File: src/rtl/cronometru_pkg.sv
// Shared encodings for the stopwatch control block: FSM state codes and width.
package cronometru_pkg;

  localparam int STATE_W = 2;

  typedef enum logic [STATE_W-1:0] {
    ST_IDLE = 2'b00,
    ST_RUN  = 2'b01,
    ST_LAP  = 2'b10,
    ST_STOP = 2'b11
  } state_t;

  // Counters advance both while running and while a lap is frozen on display.
  function automatic logic state_counts(input state_t s);
    return (s == ST_RUN) || (s == ST_LAP);
  endfunction

endpackage

File: src/rtl/debounce_buton.sv
// Button input conditioning: 2-FF synchroniser, tick-sampled debounce, press pulse.
module debounce_buton #(
  parameter int DEB_TICKS = 16
) (
  input  logic clk_in,
  input  logic reset,
  input  logic tick,
  input  logic btn_raw,
  output logic level,
  output logic press
);

  localparam int CW = $clog2(DEB_TICKS + 1);

  logic [1:0]    sync_q;
  logic [CW-1:0] cnt_q;

  // The level flips on the DEB_TICKS-th consecutive disagreeing tick sample;
  // press is registered alongside so it lines up with the new level.
  always_ff @(posedge clk_in or negedge reset) begin
    if (!reset) begin
      sync_q <= '0;
      cnt_q  <= '0;
      level  <= 1'b0;
      press  <= 1'b0;
    end else begin
      sync_q <= {sync_q[0], btn_raw};
      press  <= 1'b0;
      if (tick) begin
        if (sync_q[1] == level) begin
          cnt_q <= '0;
        end else if (cnt_q == CW'(DEB_TICKS - 1)) begin
          cnt_q <= '0;
          level <= sync_q[1];
          press <= sync_q[1];
        end else begin
          cnt_q <= cnt_q + CW'(1);
        end
      end
    end
  end

endmodule

File: src/rtl/control_cronometru.sv
// Stopwatch control FSM: debounced start/stop and lap/reset buttons drive counter
// enable/clear, lap capture and display select. Optional: LONG_PRESS_CLR_EN.
module control_cronometru
  import cronometru_pkg::*;
#(
  parameter int DEB_TICKS  = 16,
  parameter int LONG_TICKS = 2000
) (
  input  logic               clk_in,
  input  logic               reset,
  input  logic               tick,
  input  logic               btn_ss,
  input  logic               btn_lr,
  output logic               count_en,
  output logic               count_clr,
  output logic               lap_latch,
  output logic               disp_sel,
  output logic [STATE_W-1:0] state
);

  logic   ss_lvl, ss_p;
  logic   lr_lvl, lr_p;
  logic   long_hit;
  state_t st_q, st_d;
  logic   clr_d, lat_d;

  debounce_buton #(.DEB_TICKS(DEB_TICKS)) u_deb_ss (
    .clk_in (clk_in),
    .reset  (reset),
    .tick   (tick),
    .btn_raw(btn_ss),
    .level  (ss_lvl),
    .press  (ss_p)
  );

  debounce_buton #(.DEB_TICKS(DEB_TICKS)) u_deb_lr (
    .clk_in (clk_in),
    .reset  (reset),
    .tick   (tick),
    .btn_raw(btn_lr),
    .level  (lr_lvl),
    .press  (lr_p)
  );

  logic ss_lvl_unused;
  assign ss_lvl_unused = ss_lvl;

`ifdef LONG_PRESS_CLR_EN
  localparam int LW = $clog2(LONG_TICKS + 1);

  logic [LW-1:0] lp_cnt_q;

  // Saturates at LONG_TICKS so a single hold yields exactly one forced clear.
  always_ff @(posedge clk_in or negedge reset) begin
    if (!reset) begin
      lp_cnt_q <= '0;
    end else if (!lr_lvl) begin
      lp_cnt_q <= '0;
    end else if (tick && (lp_cnt_q != LW'(LONG_TICKS))) begin
      lp_cnt_q <= lp_cnt_q + LW'(1);
    end
  end

  assign long_hit = tick && lr_lvl && (lp_cnt_q == LW'(LONG_TICKS - 1));
`else
  localparam int LONG_TICKS_UNUSED = LONG_TICKS;
  logic lr_lvl_unused;
  assign lr_lvl_unused = lr_lvl;
  assign long_hit      = 1'b0;
`endif

  // ss_p has priority over a coincident lr_p, which is simply dropped.
  always_comb begin
    st_d  = st_q;
    clr_d = 1'b0;
    lat_d = 1'b0;
    if (long_hit) begin
      st_d  = ST_IDLE;
      clr_d = 1'b1;
    end else if (ss_p) begin
      case (st_q)
        ST_IDLE: st_d = ST_RUN;
        ST_RUN:  st_d = ST_STOP;
        ST_LAP:  st_d = ST_STOP;
        ST_STOP: st_d = ST_RUN;
        default: st_d = ST_IDLE;
      endcase
    end else if (lr_p) begin
      case (st_q)
        ST_IDLE: begin
          st_d  = ST_IDLE;
          clr_d = 1'b1;
        end
        ST_RUN: begin
          st_d  = ST_LAP;
          lat_d = 1'b1;
        end
        ST_LAP:  st_d = ST_RUN;
        ST_STOP: begin
          st_d  = ST_IDLE;
          clr_d = 1'b1;
        end
        default: st_d = ST_IDLE;
      endcase
    end
  end

  always_ff @(posedge clk_in or negedge reset) begin
    if (!reset) begin
      st_q      <= ST_IDLE;
      count_en  <= 1'b0;
      disp_sel  <= 1'b0;
      count_clr <= 1'b0;
      lap_latch <= 1'b0;
    end else begin
      st_q      <= st_d;
      count_en  <= state_counts(st_d);
      disp_sel  <= (st_d == ST_LAP);
      count_clr <= clr_d;
      lap_latch <= lat_d;
    end
  end

  assign state = st_q;

endmodule

File: config.mk
export PLATFORM = sky130hd
export DESIGN_NAME = control_cronometru
export DESIGN_NICKNAME = d
export VERILOG_FILES = /design/src/rtl/cronometru_pkg.sv /design/src/rtl/debounce_buton.sv /design/src/rtl/control_cronometru.sv
export SDC_FILE = /design/constraint.sdc
export NUM_CORES = 1
export LEC_CHECK = 0
export ABC_AREA = 1
export BUFFER_PORTS_ARGS = -buffer_cell sky130_fd_sc_hd__buf_2
export CELL_PAD_IN_SITES_DETAIL_PLACEMENT = 1
export CELL_PAD_IN_SITES_GLOBAL_PLACEMENT = 2
export CORE_UTILIZATION = 35
export CTS_CLUSTER_SIZE = 14
export DETAILED_ROUTE_END_ITERATION = 10
export GPL_TIMING_DRIVEN = 0
export HOLD_SLACK_MARGIN = 0.12
export PLACE_DENSITY_LB_ADDON = 0.1
export SYNTH_ARGS = -nofsm -noshare
export SYNTH_HDL_FRONTEND = slang
export SYNTH_SLANG_ARGS = --single-unit
File: constraint.sdc
create_clock -name clk_in -period 1.9 [get_ports clk_in]
set_clock_uncertainty 0.15 [all_clocks]
set_input_delay 0.38 -clock clk_in [delete_from_list [all_inputs] [get_ports clk_in]]
set_output_delay 0.38 -clock clk_in [all_outputs]
set_load 0.01 [all_outputs]
==> metrics.log, run 1 <==
INFO  metric drt_pre_antenna_iters = 7
INFO  metric synth_nets = 127
INFO  metric numPortBuffers = 10
INFO  metric power_frac_clock = 36.8%
INFO  metric gr-max-usage-layer = met2
INFO  metric worstHoldPathType = in2reg
INFO  metric postLayoutCellArea = 1230 sq um
INFO  metric io_pins = 11
INFO  metric synth.avg_cell_area = 9.15 sq um
INFO  metric synthesis.yosys.warnings = 0
INFO  metric layout_min_cycle_time = 1.65 ns
INFO  metric postCtsHoldBufs = 3
INFO  metric power.switching_fraction = 21.0%
INFO  metric leading_cell_type_in_the_layout_fill_and_taps_excluded = nand2_1
INFO  metric regToRegSetupSlack = 0.25 ns
INFO  metric grt_use_met1 = 18.2%
INFO  metric timing.final.max_slew_violations = 0
INFO  metric num_antenna_cells = 0
INFO  metric synth.largest_area_cell = dfrtp_1
INFO  metric mostFrequentLayoutCells = 35 x nand2_1, 24 x dfrtp_1, 19 x inv_1
INFO  metric timing_limited_maximum_frequency = 0.605 GHz
INFO  metric route.vias.total = 763
INFO  metric cts_root_buf = clkbuf_4
INFO  metric violations = design-rule violations
INFO  metric cap_violations = 0
INFO  metric cts_max_path_buffers = 2
INFO  metric post_cts_buffers = 0
INFO  metric synth.area.top_cells = dfrtp_1 57%, nand2_1 12%, ha_1 7.1%
INFO  metric fin_cells = 164
INFO  metric floorplan.initialDensity = 37.8%
INFO  metric path_clk_slew = 0.13 ns
INFO  metric layout_area_overhead = 16.2%
INFO  metric synth_top_area_share = 56.6%
INFO  metric fp-row-count = 19
INFO  metric synth_seq_area_share = 56.6%
INFO  metric internal_power = 0.769 mW
INFO  metric hold_ws = 0.190 ns
INFO  metric cts_resized = 0
INFO  metric hpwlAfterDp = 1480 um
INFO  metric seq_area = 601 sq um
INFO  metric setup-violations-final = 0
INFO  metric hold_viol_final = 0
INFO  metric startpoint_type = flip-flop
INFO  metric grt_max_degree = 25
INFO  metric die_area = 3260 sq um
INFO  metric min_period_over_period = 87.0%
INFO  metric grt_pass1_wl = 3550 um
INFO  metric syn-instance-count = 116
INFO  metric floorplan.die.width = 57.1 um
INFO  metric num-fill-cells = 339
INFO  metric share_comb_of_total_power = 6.5%
INFO  metric totalPowerFinal = 0.974 mW
INFO  metric seq_power_share = 56.7%
INFO  metric mappedNetlistArea = 1060 sq um
INFO  metric highest_delay_cell_along_the_critical_path = dfrtp_1
INFO  metric cts_sinks = 24
INFO  metric rsz0062_at_grt = no
INFO  metric required = 2.00 ns
INFO  metric placement.cell_area = 1150 sq um
INFO  metric met2_use_gr = 24.9%
INFO  metric critPathMaxFanout = 4
INFO  metric grt-ovfl-total = 0
INFO  metric worst-slew-pin-transition = 0.515 ns
INFO  metric criticalPathCategory = reg2reg
INFO  metric critical_path.cell_chain = inv_1, ha_1, a22oi_1, ha_1, inv_1
INFO  metric drt-wirelength-per-cell = 12.0 um
INFO  metric grt_antenna_before_repair = 0
INFO  metric final_layout_size_suffix_gt1_share = 13.5%
INFO  metric design.core.area = 2810 sq um
INFO  metric post-route-worst-setup-slack = 0.247 ns
INFO  metric drt_iter0_markers = 10
INFO  metric max_stage_delay = 0.43 ns
INFO  metric cp-end-kind = flip-flop
INFO  metric numCtsBuffers = 3
INFO  metric worst_ir_drop_vdd = 0.000371 V
INFO  metric dp_worst_setup_slack = 0.251 ns
INFO  metric multi_input_comb_area = 389 sq um
INFO  metric gr_usage_total = 14.5%
INFO  metric placedCellCount = 157
INFO  metric gp_routability_congestion = 0.746
INFO  metric tritoncts = done
INFO  metric relSlewSlack = 65.7%
INFO  metric h_tree_depth = 1
INFO  metric final_core_utilization = 43.9%
INFO  metric critical_path_arrival = 1.76 ns
INFO  metric route.antenna.remaining_nets = 0
INFO  metric number_of_global_route_vias_before_repair = 828
INFO  metric globalRouteMet3Util = 2.04%
INFO  metric viasPerCell = 4.65
INFO  metric power-per-cell-area = 790 nW/um^2
INFO  metric final_net_count = 145
INFO  metric yosys.cell_types.count = 13
INFO  metric clk-insertion-delay-late = 0.31 ns
INFO  metric wirelength = 1970 um
INFO  metric leakage_power = 0.681 nW
INFO  metric total_negative_setup_slacks = 0 ns
INFO  metric register_bit_total_from_synthesis = 24
INFO  metric net-switching-power = 0.205 mW
INFO  metric dieHeight = 57.1 um
INFO  metric run_status = finished, violations left
INFO  metric drc = 2
## cell type report
| type | instances | share of cell area [%] |
|---|---|---|
| sequential | 24 | 48.7 |
| timing repair buffer | 13 | 6.50 |
| tap | 31 | 3.15 |
| clock buffer | 3 | 1.83 |
| clock inverter | 1 | 2.44 |
| inverter | 19 | 5.79 |
| multi-input combinational | 73 | 31.6 |
## final timing paths
check	end	from	depth (start not counted)
max reg2reg	count_en$_DFF_PN0_	state[0]$_DFF_PN0_	5
max in group asynchronous	count_en$_DFF_PN0_	reset	2
min	u_deb_lr.cnt_q[4]$_DFFE_PN0P_	tick	2
max	count_en$_DFF_PN0_	state[0]$_DFF_PN0_	5
min in group asynchronous	u_deb_ss.sync_q[0]$_DFF_PN0_	reset	2
min reg2reg	u_deb_lr.sync_q[1]$_DFF_PN0_	u_deb_lr.sync_q[0]$_DFF_PN0_	0
## sequential cells by signal, indices dropped and copies added, names as in the netlist, 2 cells and up
register         flops
u_deb_lr.cnt_q       5
u_deb_ss.cnt_q       5
state                2
u_deb_lr.sync_q      2
u_deb_ss.sync_q      2
## cells in the mapped netlist (all sizes together)
master / n
xnor2: 2
nand2: 35
o21ai: 4
a22oi: 1
dfrtp: 24
nand3: 8
a21oi: 3
nor2: 8
ha: 6
nand4: 6
inv: 19
## cell families (layout without fill, tap and decap cells)
kind of cell    Yosys count  count (layout)  synth area share, %
compound gates            8               8                 4.01
buf+inv                  19              36                 6.72
flops                    24              24                 56.6
simple gates             57              57                 23.9
fa+ha+maj                 6               6                 7.08
xor+xnor                  2               2                 1.65
## critical path, delay by kind of cell, from the launching register on
kind | cells | cell delay, ns
fa+ha+maj | 2 | 0.61
flops | 1 | 0.43
compound gates | 1 | 0.29
buf+inv | 2 | 0.13
## power groups by stage
stage / sequential (mW) / clock (mW) / combinational [mW]
2_1_floorplan: 0.557 / 0 / 0.0353
3_3_place_gp: 0.561 / 0 / 0.0573
3_5_place_dp: 0.562 / 0 / 0.0610
4_1_cts: 0.552 / 0.380 / 0.0657
5_1_grt: 0.556 / 0.389 / 0.0757
6_report: 0.552 / 0.359 / 0.0632
## routing by layer
layer | share of wire (%) | wire length [um]
met5 | 0 | 0
met4 | 0.81 | 16
met3 | 1.9 | 37
met2 | 50 | 979
met1 | 48 | 938
(Power assumes the default switching activity.)
==> run 2, diff against run 1 <==
Settings changed: CORE_MARGIN from default to 2, CORE_UTILIZATION 35 to 37.
Clock period 1.9 ns to 2.08 ns, I/O delays scaled along.
==> metrics.log, run 2 (synthesis results as in run 1) <==
INFO  metric timing_limited_maximum_frequency = 0.632 GHz (+4.5%)
INFO  metric layout_area_overhead = 16.2% (unchanged)
INFO  metric min_period_over_period = 76.1% (-11 points)
INFO  metric timing.final.max_slew_violations = 0 (unchanged)
INFO  metric dieHeight = 57.6 um (+0.86%)
INFO  metric worst_ir_drop_vdd = 0.000364 V (-2.0%)
INFO  metric route.antenna.remaining_nets = 0 (unchanged)
INFO  metric mostFrequentLayoutCells = 35 x nand2_1, 24 x dfrtp_1, 19 x inv_1
INFO  metric run_status = completed
INFO  metric floorplan.initialDensity = 38.8% (+0.99 points)
INFO  metric postCtsHoldBufs = 3 (unchanged)
INFO  metric relSlewSlack = 65.1% (-0.58 points)
INFO  metric path_clk_slew = 0.14 ns (about the same)
INFO  metric gr_usage_total = 13.8% (-0.63 points)
INFO  metric clk-insertion-delay-late = 0.31 ns (about the same)
INFO  metric critPathMaxFanout = 4 (unchanged)
INFO  metric total_negative_setup_slacks = 0 ns (unchanged)
INFO  metric setup-violations-final = 0 (unchanged)
INFO  metric die_area = 3310 sq um (+1.7%)
INFO  metric fp-row-count = 19 (unchanged)
INFO  metric final_net_count = 145 (unchanged)
INFO  metric placement.cell_area = 1150 sq um (unchanged)
INFO  metric cts_max_path_buffers = 2 (unchanged)
INFO  metric cap_violations = 0 (unchanged)
INFO  metric grt_pass1_wl = 3590 um (+0.99%)
INFO  metric num-fill-cells = 329 (-2.9%)
INFO  metric drt_iter0_markers = 10 (unchanged)
INFO  metric grt_antenna_before_repair = 0 (unchanged)
INFO  metric design.core.area = 2730 sq um (-2.5%)
INFO  metric cp-end-kind = flip-flop
INFO  metric criticalPathCategory = reg2reg
INFO  metric floorplan.die.width = 57.6 um (+0.86%)
INFO  metric cts_root_buf = clkbuf_4
INFO  metric required = 2.19 ns (+0.19 ns)
INFO  metric final_layout_size_suffix_gt1_share = 13.5% (unchanged)
INFO  metric layout_top_registers = u_deb_lr.cnt_q: 5 flops, u_deb_ss.cnt_q: 5 flops
INFO  metric number_of_global_route_vias_before_repair = 841 (+1.6%)
INFO  metric numPortBuffers = 10 (unchanged)
INFO  metric numCtsBuffers = 3 (unchanged)
INFO  metric num_antenna_cells = 0 (unchanged)
INFO  metric cts_resized = 0 (unchanged)
INFO  metric hpwlAfterDp = 1460 um (-1.3%)
INFO  metric io_pins = 11 (unchanged)
INFO  metric worstHoldPathType = in2reg
INFO  metric layout_min_cycle_time = 1.58 ns (-0.0706 ns)
INFO  metric worst-slew-pin-transition = 0.524 ns (+0.00874 ns)
INFO  metric drt-wirelength-per-cell = 12.0 um (+0.20%)
INFO  metric h_tree_depth = 1 (unchanged)
INFO  metric leading_cell_type_in_the_layout_fill_and_taps_excluded = nand2_1
INFO  metric hold_ws = 0.219 ns (+0.0292 ns)
INFO  metric post_cts_buffers = 0 (unchanged)
INFO  metric drc = 0 (-2)
INFO  metric power-per-cell-area = 729 nW/um^2 (-7.8%)
INFO  metric leakage_power = 0.681 nW (unchanged)
INFO  metric cts_sinks = 24 (unchanged)
INFO  metric gp_routability_congestion = 0.775 (+3.8%)
INFO  metric hold_viol_final = 0 (unchanged)
INFO  metric postLayoutCellArea = 1230 sq um (unchanged)
INFO  metric drt_pre_antenna_iters = 3 (-4)
INFO  metric rsz0062_at_grt = no
INFO  metric tritoncts = done
INFO  metric route.vias.total = 793 (+3.9%)
INFO  metric wirelength = 1980 um (+0.20%)
INFO  metric grt_max_degree = 25 (unchanged)
INFO  metric viasPerCell = 4.84 (+3.9%)
INFO  metric grt-ovfl-total = 0 (unchanged)
INFO  metric critical_path_arrival = 1.69 ns (-0.07 ns)
INFO  metric startpoint_type = flip-flop
[run 2: routing by layer]
metal  wire [um]  share of wire [%]  GRT usage [%]
met1         956                 48           18.1
met2         957                 48           23.1
met3          41                2.1           2.04
met4          19               0.96           5.32
met5           0                  0              0
[run 2: worst paths after layout]
| kind | from | slack [ns] | to | cells after the start |
|---|---|---|---|---|
| worst max-delay path | state[0]$_DFF_PN0_ | 0.50 | count_en$_DFF_PN0_ | 5 |
| worst min-delay path | tick | 0.22 | u_deb_ss.cnt_q[4]$_DFFE_PN0P_ | 2 |
| worst max register to register | state[0]$_DFF_PN0_ | 0.50 | count_en$_DFF_PN0_ | 5 |
| worst min register to register | u_deb_ss.sync_q[0]$_DFF_PN0_ | 0.22 | u_deb_ss.sync_q[1]$_DFF_PN0_ | 0 |
| max in group asynchronous | reset | 0.99 | u_deb_ss.sync_q[1]$_DFF_PN0_ | 2 |
| min in group asynchronous | reset | 0.44 | u_deb_lr.cnt_q[3]$_DFFE_PN0P_ | 2 |
[run 2: power breakdown]
part	switching [mW]	internal [mW]
logic	0.0339	0.0232
registers	0.0208	0.484
clock network	0.141	0.195
total	0.196	0.702
[run 2: critical path, cell delays in order (launching register included)]
cell and delay, ns:
dfrtp_1 0.42, inv_1 0.08, ha_1 0.31, a22oi_1 0.24, ha_1 0.27, inv_1 0.06
[run 2: final cells by class]
type / count / area (sq um) / area share [%]
Tap cell: 31 / 38.8 / 3.15
Multi-Input combinational cell: 73 / 389 / 31.6
Sequential cell: 24 / 601 / 48.7
Inverter: 19 / 71.3 / 5.79
Timing Repair Buffer: 13 / 80.1 / 6.50
Clock buffer: 3 / 22.5 / 1.83
Clock inverter: 1 / 30.0 / 2.44
[run 2: through the flow]
step | util [%] | setup WS, ns | std cells | total power, mW
after floorplan | - | 0.578 | 116 | 0.541
after global placement | 42.1 | 0.526 | 157 | 0.565
after detailed placement | 42.1 | 0.496 | 157 | 0.569
after CTS | 45.1 | 0.470 | 164 | 0.917
after global routing | 45.1 | 0.397 | 164 | 0.945
final | 45.1 | 0.498 | 164 | 0.898
==> run 3, diff against run 2 <==
Settings changed: ABC_AREA 1 to 0, CORE_UTILIZATION 37 to 38.
Clock period 2.08 ns to 1.6 ns, I/O delays scaled along.
==> metrics.log, run 3 <==
INFO  metric io_pins = 11 (unchanged)
INFO  metric cts_sinks = 24 (unchanged)
INFO  metric dieHeight = 56.3 um (-2.2%)
INFO  metric path_clk_slew = 0.12 ns (-0.02 ns)
INFO  metric path_buf_inv = 0 (-2)
INFO  metric totalPowerFinal = 1.04 mW (+16%)
INFO  metric worst_ir_drop_vdd = 0.000462 V (+27%)
INFO  metric leakage_power = 0.627 nW (-7.9%)
INFO  metric crit_cells = 4 (-1)
INFO  metric clk-insertion-delay-late = 0.30 ns (about the same)
INFO  metric tritoncts = done
INFO  metric grt_pass1_wl = 3460 um (-3.7%)
INFO  metric hold_viol_final = 0 (unchanged)
INFO  metric grt_max_degree = 25 (unchanged)
INFO  metric wirelength = 1880 um (-4.7%)
INFO  metric floorplan.initialDensity = 40.9% (+2.0 points)
INFO  metric worst_hold_startpoint = u_deb_ss.sync_q[0]$_DFF_PN0_
INFO  metric synth.avg_cell_area = 12.4 sq um (+35%)
INFO  metric timing_limited_maximum_frequency = 0.647 GHz (+2.3%)
INFO  metric layout_top_registers = u_deb_lr.cnt_q: 5 flops, u_deb_ss.cnt_q: 5 flops
INFO  metric layout_min_cycle_time = 1.55 ns (-0.0360 ns)
INFO  metric drt_pre_antenna_iters = 3 (unchanged)
INFO  metric number_of_global_route_vias_before_repair = 763 (-9.3%)
INFO  metric drt_iter0_markers = 11 (+1)
INFO  metric critical_path.cell_chain = ha_4, nand3_2, or3_4, mux2_2
INFO  metric final_layout_size_suffix_gt1_share = 29.0% (+15 points)
INFO  metric gp_routability_congestion = 0.702 (-9.4%)
INFO  metric register_bit_total_from_synthesis = 24 (unchanged)
INFO  metric die_area = 3170 sq um (-4.3%)
INFO  metric timing.final.max_slew_violations = 0 (unchanged)
INFO  metric power-per-cell-area = 810 nW/um^2 (+11%)
INFO  metric synth_seq_area_share = 57.8% (+1.2 points)
INFO  metric postSynth.asyncResetShare = 100% (unchanged)
INFO  metric synth.most_common_cell = dfrtp_1
INFO  metric top_cell_types_by_occurrence_after_synthesis = 24 x dfrtp_1, 7 x inv_1, 7 x nand3_1
INFO  metric numPortBuffers = 10 (unchanged)
INFO  metric layout_area_overhead = 23.5%
INFO  metric route.antenna.remaining_nets = 0 (unchanged)
INFO  metric fin_cells = 137 (-16%)
INFO  metric regToRegSetupSlack = 0.05 ns (-0.44 ns)
INFO  metric post-route-worst-setup-slack = 0.0539 ns (-0.444 ns)
INFO  metric synth-edff-count = 0 (unchanged)
INFO  metric mostFrequentLayoutCells = 24 x dfrtp_1, 10 x buf_2, 7 x inv_1, 7 x buf_4
INFO  metric synth.largest_area_cell = dfrtp_1
INFO  metric leading_cell_type_in_the_layout_fill_and_taps_excluded = dfrtp_1
INFO  metric h_tree_depth = 1 (unchanged)
INFO  metric criticalPathCategory = reg2reg
INFO  metric gr_usage_total = 13.7% (-0.12 points)
INFO  metric num-fill-cells = 270 (-18%)
INFO  metric hpwlAfterDp = 1290 um (-12%)
INFO  metric synth_nets = 95 (-25%)
INFO  metric total_negative_setup_slacks = 0 ns (unchanged)
INFO  metric highest_delay_cell_along_the_critical_path = dfrtp_1
INFO  metric cp-end-kind = flip-flop
INFO  metric grt-ovfl-total = 0 (unchanged)
INFO  metric fp-row-count = 18 (-1)
INFO  metric cts_max_path_buffers = 2 (unchanged)
INFO  metric synth_flop_cell = dfrtp_1
INFO  metric r2r.worst_path.cells = 4 (-1)
INFO  metric drt-wirelength-per-cell = 13.7 um (+14%)
INFO  metric yosys.cell_types.count = 27 (+14)
INFO  metric synth.area.top_cells = dfrtp_1 58%, ha_1 7.2%, mux2i_1 5.8%
INFO  metric num_antenna_cells = 0 (unchanged)
INFO  metric viasPerCell = 5.15 (+6.6%)
INFO  metric worstHoldPathType = reg2reg
INFO  metric drc = 0 (unchanged)
INFO  metric multi_input_comb_area = 460 sq um (+18%)
INFO  metric route.vias.total = 706 (-11%)
INFO  metric startpoint_type = flip-flop
INFO  metric r2r-start = u_deb_ss.cnt_q[0]$_DFFE_PN0P_
INFO  metric hold_end = u_deb_ss.sync_q[1]$_DFF_PN0_
INFO  metric seq_area = 601 sq um (unchanged)
INFO  metric floorplan.die.width = 56.3 um (-2.2%)
INFO  metric critical_path_arrival = 1.59 ns (-0.10 ns)
INFO  metric final_net_count = 120 (-17%)
INFO  metric cell_family_with_most_cp_delay = simple AND/OR/NAND/NOR gates
INFO  metric required = 1.65 ns (-0.54 ns)
INFO  metric worst-slew-pin-transition = 0.528 ns (+0.00419 ns)
INFO  metric final_core_utilization = 50.4% (+5.4 points)
INFO  metric setup-violations-final = 0 (unchanged)
INFO  metric min_period_over_period = 96.6% (+21 points)
INFO  metric numCtsBuffers = 3 (unchanged)
INFO  metric max_stage_delay = 0.42 ns (about the same)
INFO  metric cap_violations = 0 (unchanged)
INFO  metric design.core.area = 2540 sq um (-6.9%)
INFO  metric relSlewSlack = 64.8% (-0.28 points)
INFO  metric mappedNetlistArea = 1040 sq um (-2.0%)
INFO  metric grt_antenna_before_repair = 0 (unchanged)
INFO  metric syn-instance-count = 84 (-28%)
INFO  metric placedCellCount = 124 (-21%)
INFO  metric synth_top_area_share = 57.8% (+1.2 points)
INFO  metric run_status = completed
INFO  metric critPathMaxFanout = 4 (unchanged)
INFO  metric synthesis.yosys.warnings = 0 (unchanged)
INFO  metric cts_root_buf = clkbuf_4
INFO  metric dp_worst_setup_slack = -0.0793 ns (-0.575 ns)
INFO  metric rsz0062_at_grt = no
INFO  metric regToRegEndpoint = u_deb_ss.level$_DFFE_PN0P_
INFO  metric min_path_cells = 0 (-2)
-- run 3: routing by layer --
| metal | GRT usage, % | vias to the layer above | share of wire (%) |
|---|---|---|---|
| li1 | - | 344 | - |
| met1 | 18.1 | 355 | 47 |
| met2 | 22.7 | 5 | 50 |
| met3 | 2.07 | 2 | 2.1 |
| met4 | 5.10 | 0 | 0.96 |
| met5 | 0 | - | 0 |
-- run 3: area by class of cell --
cell class,count,share of cell area [%]
sequential,24,46.8
clock buffer,3,1.75
inverter,7,2.05
buffer,1,0.292
tap,30,2.92
timing repair buffer,20,10.3
multi-input combinational,52,35.9
-- run 3: worst max-delay path by stage --
| stage | slack (ns) | to | startpoint |
|---|---|---|---|
| 2_1_floorplan | 0.05 | u_deb_lr.level$_DFFE_PN0P_ | u_deb_lr.cnt_q[0]$_DFFE_PN0P_ |
| 3_3_place_gp | -0.07 | u_deb_lr.level$_DFFE_PN0P_ | u_deb_lr.cnt_q[0]$_DFFE_PN0P_ |
| 3_5_place_dp | -0.08 | u_deb_lr.level$_DFFE_PN0P_ | u_deb_lr.cnt_q[0]$_DFFE_PN0P_ |
| 4_1_cts | 0.01 | u_deb_lr.level$_DFFE_PN0P_ | u_deb_lr.cnt_q[0]$_DFFE_PN0P_ |
| 5_1_grt | 0.007 | u_deb_ss.level$_DFFE_PN0P_ | u_deb_ss.cnt_q[0]$_DFFE_PN0P_ |
| 6_report | 0.05 | u_deb_ss.level$_DFFE_PN0P_ | u_deb_ss.cnt_q[0]$_DFFE_PN0P_ |
-- run 3: what timing repair did --
item,CTS,global route
hold endpoints to repair,26,0
hold buffers,3,0
pin swaps,1,3
setup buffers,3,4
setup endpoints to repair,3,5
resized for setup,3,7
gates cloned,0,0
-- run 3: report_power, final --
| group | total, mW | internal [mW] | switching [mW] | leakage (nW) |
|---|---|---|---|---|
| combinational | 0.122 | 0.0645 | 0.0574 | 0.293 |
| sequential | 0.667 | 0.635 | 0.0313 | 0.321 |
| clock | 0.251 | 0.0876 | 0.163 | 0.0138 |
-- run 3: worst register-to-register path, stage by stage, from the launching register on --
cell and delay, ns:
dfrtp_1 0.42, ha_4 0.16, nand3_2 0.10, or3_4 0.34, mux2_2 0.28
-- run 3: cells by family (layout without fill, tap and decap cells) --
group                    count (synthesis)  count (layout)  share of synthesized area (%)
AO/OA/AOI/OAI                           14              14                           8.91
buffers and inverters                    8              31                           2.89
flip-flops                              24              24                           57.8
AND/OR/NAND/NOR                         22              22                           12.9
XOR/XNOR                                 2               2                           2.41
adder cells (fa/ha/maj)                  6               6                           7.22
multiplexers                             8               8                           7.94
-- run 3: stage by stage --
stage                     hold WS [ns]  area [sq um]
after CTS                        0.219          1210
final                            0.214          1280
after global placement           0.175          1130
after floorplan                 -0.126          1040
after global routing             0.223          1280
after detailed placement         0.189          1130
